==> src/rtl/mem_access_ctrl.sv <==
`timescale 1ns/1ps
// -----------------------------------------------------------------------------
// mem_access_ctrl
//
// MEM-stage controller that sits between the EX/MEM and MEM/WB pipeline
// registers. It turns the EX/MEM access code, byte address and store data into
// a single word-aligned request/acknowledge transaction on the data-memory bus.
// While that transaction is in flight it stalls the front of the pipeline. It
// returns sign- or zero-extended load data for the MEM/WB stage.
//
// Ports
//   clk           rising-edge clock
//   rst           asynchronous, active-high reset
//   en            global enable; gates launching a request and leaving DONE
//   dmem_access   4-bit access code (none, lb, lh, lw, lbu, lhu, sb, sh, sw)
//   addr          byte address from EX/MEM
//   st_data       store data from EX/MEM
//   bus_req       registered bus request, held until bus_ack
//   bus_we        registered write enable
//   bus_addr      registered word address {addr[31:2], 2'b00}
//   bus_wdata     registered store data, replicated across byte lanes
//   bus_wstrb     registered byte strobes (0000 for loads)
//   bus_ack       bus transaction complete
//   bus_rdata     read word, valid together with bus_ack
//   dmem_rd_out   registered, extended load data (0 for stores and aborts)
//   mem_stall     combinational stall to PC/IF-ID/ID-EX/EX-MEM, flush to MEM/WB
//   misalign_err  combinational flag: valid access with a misaligned address
//   timeout_err   one-cycle pulse after an access is aborted for lack of ack
// -----------------------------------------------------------------------------
module mem_access_ctrl #(
    parameter int TIMEOUT = 255,
    parameter int CNT_W   = 8
) (
    input  logic        clk,
    input  logic        rst,
    input  logic        en,
    input  logic [3:0]  dmem_access,
    input  logic [31:0] addr,
    input  logic [31:0] st_data,
    output logic        bus_req,
    output logic        bus_we,
    output logic [31:0] bus_addr,
    output logic [31:0] bus_wdata,
    output logic [3:0]  bus_wstrb,
    input  logic        bus_ack,
    input  logic [31:0] bus_rdata,
    output logic [31:0] dmem_rd_out,
    output logic        mem_stall,
    output logic        misalign_err,
    output logic        timeout_err
);

    typedef enum logic [1:0] {
        IDLE = 2'b00,
        WAIT = 2'b01,
        DONE = 2'b10
    } state_t;

    // A zero TIMEOUT disables the abort path entirely.
    localparam bit               TO_ENABLE = (TIMEOUT != 0);
    localparam logic [CNT_W-1:0] TO_LAST   = CNT_W'((TIMEOUT > 0) ? TIMEOUT - 1 : 0);

    state_t           state, state_next;
    logic [CNT_W-1:0] to_cnt;
    logic [2:0]       ld_type;
    logic [1:0]       ld_off;

    logic acc_valid;
    logic misaligned;
    logic launch;
    logic ack_take;
    logic abort;

    // Lane-replicated store data so the memory can pick any enabled lane.
    function automatic logic [31:0] store_wdata(input logic [1:0]  size,
                                                input logic [31:0] sd);
        case (size)
            2'b01:   store_wdata = {4{sd[7:0]}};
            2'b10:   store_wdata = {2{sd[15:0]}};
            default: store_wdata = sd;
        endcase
    endfunction

    function automatic logic [3:0] store_wstrb(input logic [3:0] code,
                                               input logic [1:0] off);
        case (code)
            4'b1001: store_wstrb = 4'b0001 << off;
            4'b1010: store_wstrb = off[1] ? 4'b1100 : 4'b0011;
            4'b1011: store_wstrb = 4'b1111;
            default: store_wstrb = 4'b0000;
        endcase
    endfunction

    // Selects the addressed byte/half of the read word and extends it.
    function automatic logic [31:0] load_ext(input logic [2:0]  typ,
                                             input logic [1:0]  off,
                                             input logic [31:0] rdata);
        logic signed [7:0]  byte_s;
        logic signed [15:0] half_s;
        byte_s = rdata[8*off +: 8];
        half_s = off[1] ? rdata[31:16] : rdata[15:0];
        case (typ)
            3'b001:  load_ext = 32'(byte_s);
            3'b010:  load_ext = 32'(half_s);
            3'b011:  load_ext = rdata;
            3'b100:  load_ext = {24'd0, byte_s};
            3'b101:  load_ext = {16'd0, half_s};
            default: load_ext = 32'd0;
        endcase
    endfunction

    // Access decode: unknown codes behave like "none".
    always_comb begin
        acc_valid  = 1'b0;
        misaligned = 1'b0;
        case (dmem_access)
            4'b0001, 4'b0100: acc_valid = 1'b1;
            4'b0010, 4'b0101, 4'b1010: begin
                acc_valid  = 1'b1;
                misaligned = addr[0];
            end
            4'b0011, 4'b1011: begin
                acc_valid  = 1'b1;
                misaligned = (addr[1:0] != 2'b00);
            end
            4'b1001: acc_valid = 1'b1;
            default: ;
        endcase
    end

    assign misalign_err = acc_valid && misaligned;

    always_ff @(posedge clk or posedge rst) begin
        if (rst) begin
            state <= IDLE;
        end else begin
            state <= state_next;
        end
    end

    always_comb begin
        state_next = state;
        mem_stall  = 1'b0;
        launch     = 1'b0;
        ack_take   = 1'b0;
        abort      = 1'b0;
        case (state)
            IDLE: begin
                // Stall is raised as soon as a launchable access is present,
                // even while en holds the launch back.
                if (acc_valid && !misaligned) begin
                    mem_stall = 1'b1;
                    if (en) begin
                        launch     = 1'b1;
                        state_next = WAIT;
                    end
                end
            end
            WAIT: begin
                // en is deliberately ignored here: an issued transaction
                // always runs to ack or abort.
                mem_stall = 1'b1;
                if (bus_ack) begin
                    ack_take   = 1'b1;
                    state_next = DONE;
                end else if (TO_ENABLE && (to_cnt == TO_LAST)) begin
                    abort      = 1'b1;
                    state_next = DONE;
                end
            end
            DONE: begin
                if (en) begin
                    state_next = IDLE;
                end
            end
            default: state_next = IDLE;
        endcase
    end

    always_ff @(posedge clk or posedge rst) begin
        if (rst) begin
            bus_req     <= 1'b0;
            bus_we      <= 1'b0;
            bus_addr    <= 32'd0;
            bus_wdata   <= 32'd0;
            bus_wstrb   <= 4'd0;
            dmem_rd_out <= 32'd0;
            timeout_err <= 1'b0;
            to_cnt      <= '0;
            ld_type     <= 3'd0;
            ld_off      <= 2'd0;
        end else begin
            timeout_err <= abort;
            if (launch) begin
                bus_req   <= 1'b1;
                bus_we    <= dmem_access[3];
                bus_addr  <= {addr[31:2], 2'b00};
                bus_wdata <= store_wdata(dmem_access[1:0], st_data);
                bus_wstrb <= store_wstrb(dmem_access, addr[1:0]);
                ld_type   <= dmem_access[2:0];
                ld_off    <= addr[1:0];
                to_cnt    <= '0;
            end else if (ack_take) begin
                bus_req     <= 1'b0;
                dmem_rd_out <= bus_we ? 32'd0 : load_ext(ld_type, ld_off, bus_rdata);
            end else if (abort) begin
                bus_req     <= 1'b0;
                dmem_rd_out <= 32'd0;
            end else if (state == WAIT) begin
                to_cnt <= to_cnt + 1'b1;
            end
        end
    end

endmodule
==> config.mk <==
export PLATFORM = sky130hd
export DESIGN_NAME = mem_access_ctrl
export DESIGN_NICKNAME = d
export VERILOG_FILES = /design/src/rtl/mem_access_ctrl.sv
export SDC_FILE = /design/constraint.sdc
export NUM_CORES = 1
export LEC_CHECK = 0
export CAP_MARGIN = 10
export CORE_UTILIZATION = 45
export DETAILED_ROUTE_END_ITERATION = 6
export PLACE_DENSITY = 0.88
export SLEW_MARGIN = 25
export SYNTH_ARGS = -nofsm -noshare
export SYNTH_HDL_FRONTEND = slang
export SYNTH_SLANG_ARGS = --single-unit
==> constraint.sdc <==
create_clock -name clk -period 5.5 [get_ports clk]
set_clock_uncertainty 0.15 [all_clocks]
set_input_delay 1.65 -clock clk [delete_from_list [all_inputs] [get_ports clk]]
set_output_delay 1.65 -clock clk [all_outputs]
set_load 0.01 [all_outputs]
==> run metrics <==
cell chain of the critical path=clkdlybuf4s50_1 -> inv_1 -> ha_1 -> nor2b_2 -> o21ai_1 -> nand3_1 -> a21oi_1 -> dlygate4sd2_1; ANT cells=0; synthesized instance count=565; Worst Setup End Kind=output pin; layout cell share with drive strength beyond 1=a little over an eighth; clock root buffer master=sky130_fd_sc_hd__clkbuf_16; sum of routed wire length over all layers=18.42 mm; async set or reset register ratio after synthesis=100.0%; DR DRC count=0; width of the die=115.6 um; Post-CTS Hold Buffers=0; CP bufs+invs=3; placed wire-length estimate=about 13 mm; YS warnings=0; worst reg2reg path depth=5; cell area after layout=0.008620 mm^2; core area=roughly 0.013 mm^2; maximum number of pins on one net before global-route repair=60; largest fanout of any net on the critical path=4; die area=between 0.01 and 0.015 mm^2; number of detailed-route iterations in the first pass=6; leakage dissipation=roughly 0.0037 uW; Via density=5.733; number of max-slew violations in the final report=0; worst endpoint required time=about 3.7 ns; max incr delay on CP=0.52 ns; Netlist cell types=52; Post-Synth Adder-Cell Area=between 1 and 1.5%; Period Utilization, post-route=97.58%; min Tclk post-route=5.367 ns; clk sinks=116; main area contributors after synthesis=sky130_fd_sc_hd__dfrtp_1 (50%), sky130_fd_sc_hd__mux2_4 (7.2%), sky130_fd_sc_hd__o21ai_0 (5.7%); number of global-route vias before repair=around 5.4k; overall die height=115.6 um; syn avg cell area=about 10 um^2; cell taking the most area after synthesis=sky130_fd_sc_hd__dfrtp_1; post-synthesis to final-layout area growth=48.47%; starting utilization of the core area=between 40 and 50%; crit start category=primary input; multiplexer share of the synthesized area=11.49%; Crit. path cell count=8; synthesized-area fraction occupied by ao, oa, aoi and oai cells=around a fifth; final sum of negative setup slack=0 ns; RSZ-0062 raised after global routing=false; core occupancy in the finished layout=68.30%; worst slew pin tran=approximately 0.9 ns; Synth top area share=about 50%; hold violation total from the final report=0; post-synthesis instance area=between 0.005 and 0.006 mm^2; number of synthesized register bits=roughly 120; Num CTS Buffers=17; flip-flop cell with the highest count after synthesis=sky130_fd_sc_hd__dfrtp_1; Critical Path Slowest Stage Cell=sky130_fd_sc_hd__clkdlybuf4s50_1; Clock transition at path regs=around 0.06 ns; number of violations reported at the end of detailed-routing iteration 0=447; first-pass GRT wire length=~28 mm; final setup vio count=0; ports placed on the boundary=roughly 210; maximum ir drop on the vdd rail=approximately 330 uV; Hold Path Cell Cnt=2; total power divided by cell area=507.4 mW/mm^2; max-cap viol count=0; global-route usage over all layers=28.49%; total overflow reported by the global router=0; main combinational cell family by area after synthesis=compound AO/OA/AOI/OAI gates; CP Data Arrival Time=between 3 and 4 ns; CTS HTree Levels=4; Tightest Hold Check Type=reg2reg; routability-driven placement congestion ratio=~0.93; count of buffers from port buffering=a little over 200; post-CTS setup-driven buffer insertion count=0; Worst Path Class, Setup=in2out; Max Root-Sink Buffers=2; xor/xnor share of the synthesized area=less than 1%; CTS tree=done; standard-cell rows=41; kind of cell with the highest combined delay on the critical path=buffers and inverters; total number of vias=around 5.5k; achievable clock frequency=between 150 and 200 MHz; final worst hold slack=about 0.33 ns; Post-Place Cell Area=0.008056 mm^2; number of antenna violations at the first check in global routing=0; simple-gate share of the synthesized area=between 10 and 15%; register area share after synthesis=around 50%; run status=complete, no violations; remaining max-slew budget at the tightest pin=41.18%; count of antenna-violating nets left after detailed routing=0; Nets=around 900; per-cell routed wire length=19.27 um; insertion delay of the later-clocked pin in the worst-skew pair=0.42 ns; number of flops mapped to enable cells by yosys=0
## power breakdown
group / leakage [uW] / internal (uW) / switching (uW)
Combinational: 0.00199 / 1040 / 809
Sequential: 0.00148 / 1190 / 288
Clock: 0.000270 / 648 / 396
## layer usage
metal	vias to the layer above	track usage, %	part of all wire, %
met5	-	0	0
li1	2435	-	-
met1	2644	33.88	39
met4	0	11.60	3.0
met3	60	10.04	9.7
met2	342	47.11	49
## through the flow
stage	instances	total power (uW)	setup WS, ns
finish	956	4374	0.1332
CTS	956	4373	0.1512
detailed placement	925	3291	-0.02273
floorplan	566	2336	0.6276
global route	956	4590	0.005761
global placement	925	3222	0.03063
## cell families after synthesis
family | count (synthesis)
flip-flops | 116
AND/OR/NAND/NOR | 172
buffers and inverters | 46
adder cells (fa/ha/maj) | 7
AO/OA/AOI/OAI | 167
other | 1
multiplexers | 50
XOR/XNOR | 6
## worst paths after layout
check                                     from               to  slack [ns]
worst max-delay path            dmem_access[0]        mem_stall        0.13
max in group asynchronous                  rst  dmem_rd_out[21]        2.73
worst max register to register       ld_off[1]  dmem_rd_out[19]        2.72
worst min register to register    bus_wdata[9]     bus_wdata[9]        0.33
worst min-delay path              bus_wdata[9]     bus_wdata[9]        0.33
min in group asynchronous                  rst     bus_addr[31]        1.57
## cell type report
class	count	area (um^2)
Fill cell	934	4000
Multi-Input combinational cell	404	2705
Clock buffer	21	470.5
Timing Repair Buffer	223	2203
Tap cell	172	215.2
Inverter	10	40.04
Clock inverter	10	82.58
Sequential cell	116	2903
## tightest hold or removal path, stage by stage (launching register included)
cell	delay, ns
sky130_fd_sc_hd__dfrtp_1	0.34
sky130_fd_sc_hd__nand2_1	0.05
sky130_fd_sc_hd__o21ai_0	0.06
## flip-flops by register name (all words and copies together) (netlist names)
name / flops
dmem_rd_out: 32
timeout_err: 1
to_cnt: 8
bus_we: 1
state: 2
bus_req: 1
bus_wstrb: 4
bus_wdata: 32
bus_addr: 30
ld_type: 3
ld_off: 2
## Yosys cell counts, types with 2 or more instances
cell type and count:
sky130_fd_sc_hd__a211oi_1 3, sky130_fd_sc_hd__o21ai_0 66, sky130_fd_sc_hd__inv_1 10, sky130_fd_sc_hd__a222oi_1 7, sky130_fd_sc_hd__dfrtp_1 116, sky130_fd_sc_hd__a41oi_1 2
sky130_fd_sc_hd__nor2_1 38, sky130_fd_sc_hd__xnor2_1 4, sky130_fd_sc_hd__nor3_1 3, sky130_fd_sc_hd__a21oi_1 31, sky130_fd_sc_hd__nand3_1 3, sky130_fd_sc_hd__o21a_1 2
sky130_fd_sc_hd__nand4_1 2, sky130_fd_sc_hd__nor2b_1 15, sky130_fd_sc_hd__buf_2 9, sky130_fd_sc_hd__or2_2 2, sky130_fd_sc_hd__nand2b_1 12, sky130_fd_sc_hd__xor2_1 2
sky130_fd_sc_hd__o21bai_1 2, sky130_fd_sc_hd__nor4_1 8, sky130_fd_sc_hd__ha_1 6, sky130_fd_sc_hd__buf_6 4, sky130_fd_sc_hd__a22o_1 15, sky130_fd_sc_hd__clkbuf_1 21
sky130_fd_sc_hd__o2bb2ai_1 17, sky130_fd_sc_hd__mux2_4 28, sky130_fd_sc_hd__nand2_1 81, sky130_fd_sc_hd__buf_4 2, sky130_fd_sc_hd__a22oi_1 8, sky130_fd_sc_hd__mux2_2 21
sky130_fd_sc_hd__o22ai_1 3, sky130_fd_sc_hd__and2_1 2
## cells in the final DEF (no fill, tap or decap), types with 14 or more instances in the layout
cell	instances
sky130_fd_sc_hd__dfrtp_1	116
sky130_fd_sc_hd__a22o_1	15
sky130_fd_sc_hd__nand2_1	81
sky130_fd_sc_hd__nor2_1	38
sky130_fd_sc_hd__a21oi_1	31
sky130_fd_sc_hd__mux2_2	21
sky130_fd_sc_hd__o2bb2ai_1	17
sky130_fd_sc_hd__mux2_4	28
sky130_fd_sc_hd__nor2b_1	14
sky130_fd_sc_hd__clkdlybuf4s50_1	204
sky130_fd_sc_hd__o21ai_0	66
sky130_fd_sc_hd__clkbuf_16	17
sky130_fd_sc_hd__buf_4	16
## timing repair
action / in CTS / in global routing
endpoints found under the setup margin: 1 / 1
pin swaps: 0 / 0
resized for setup: 2 / 2
(Power assumes the default switching activity.)
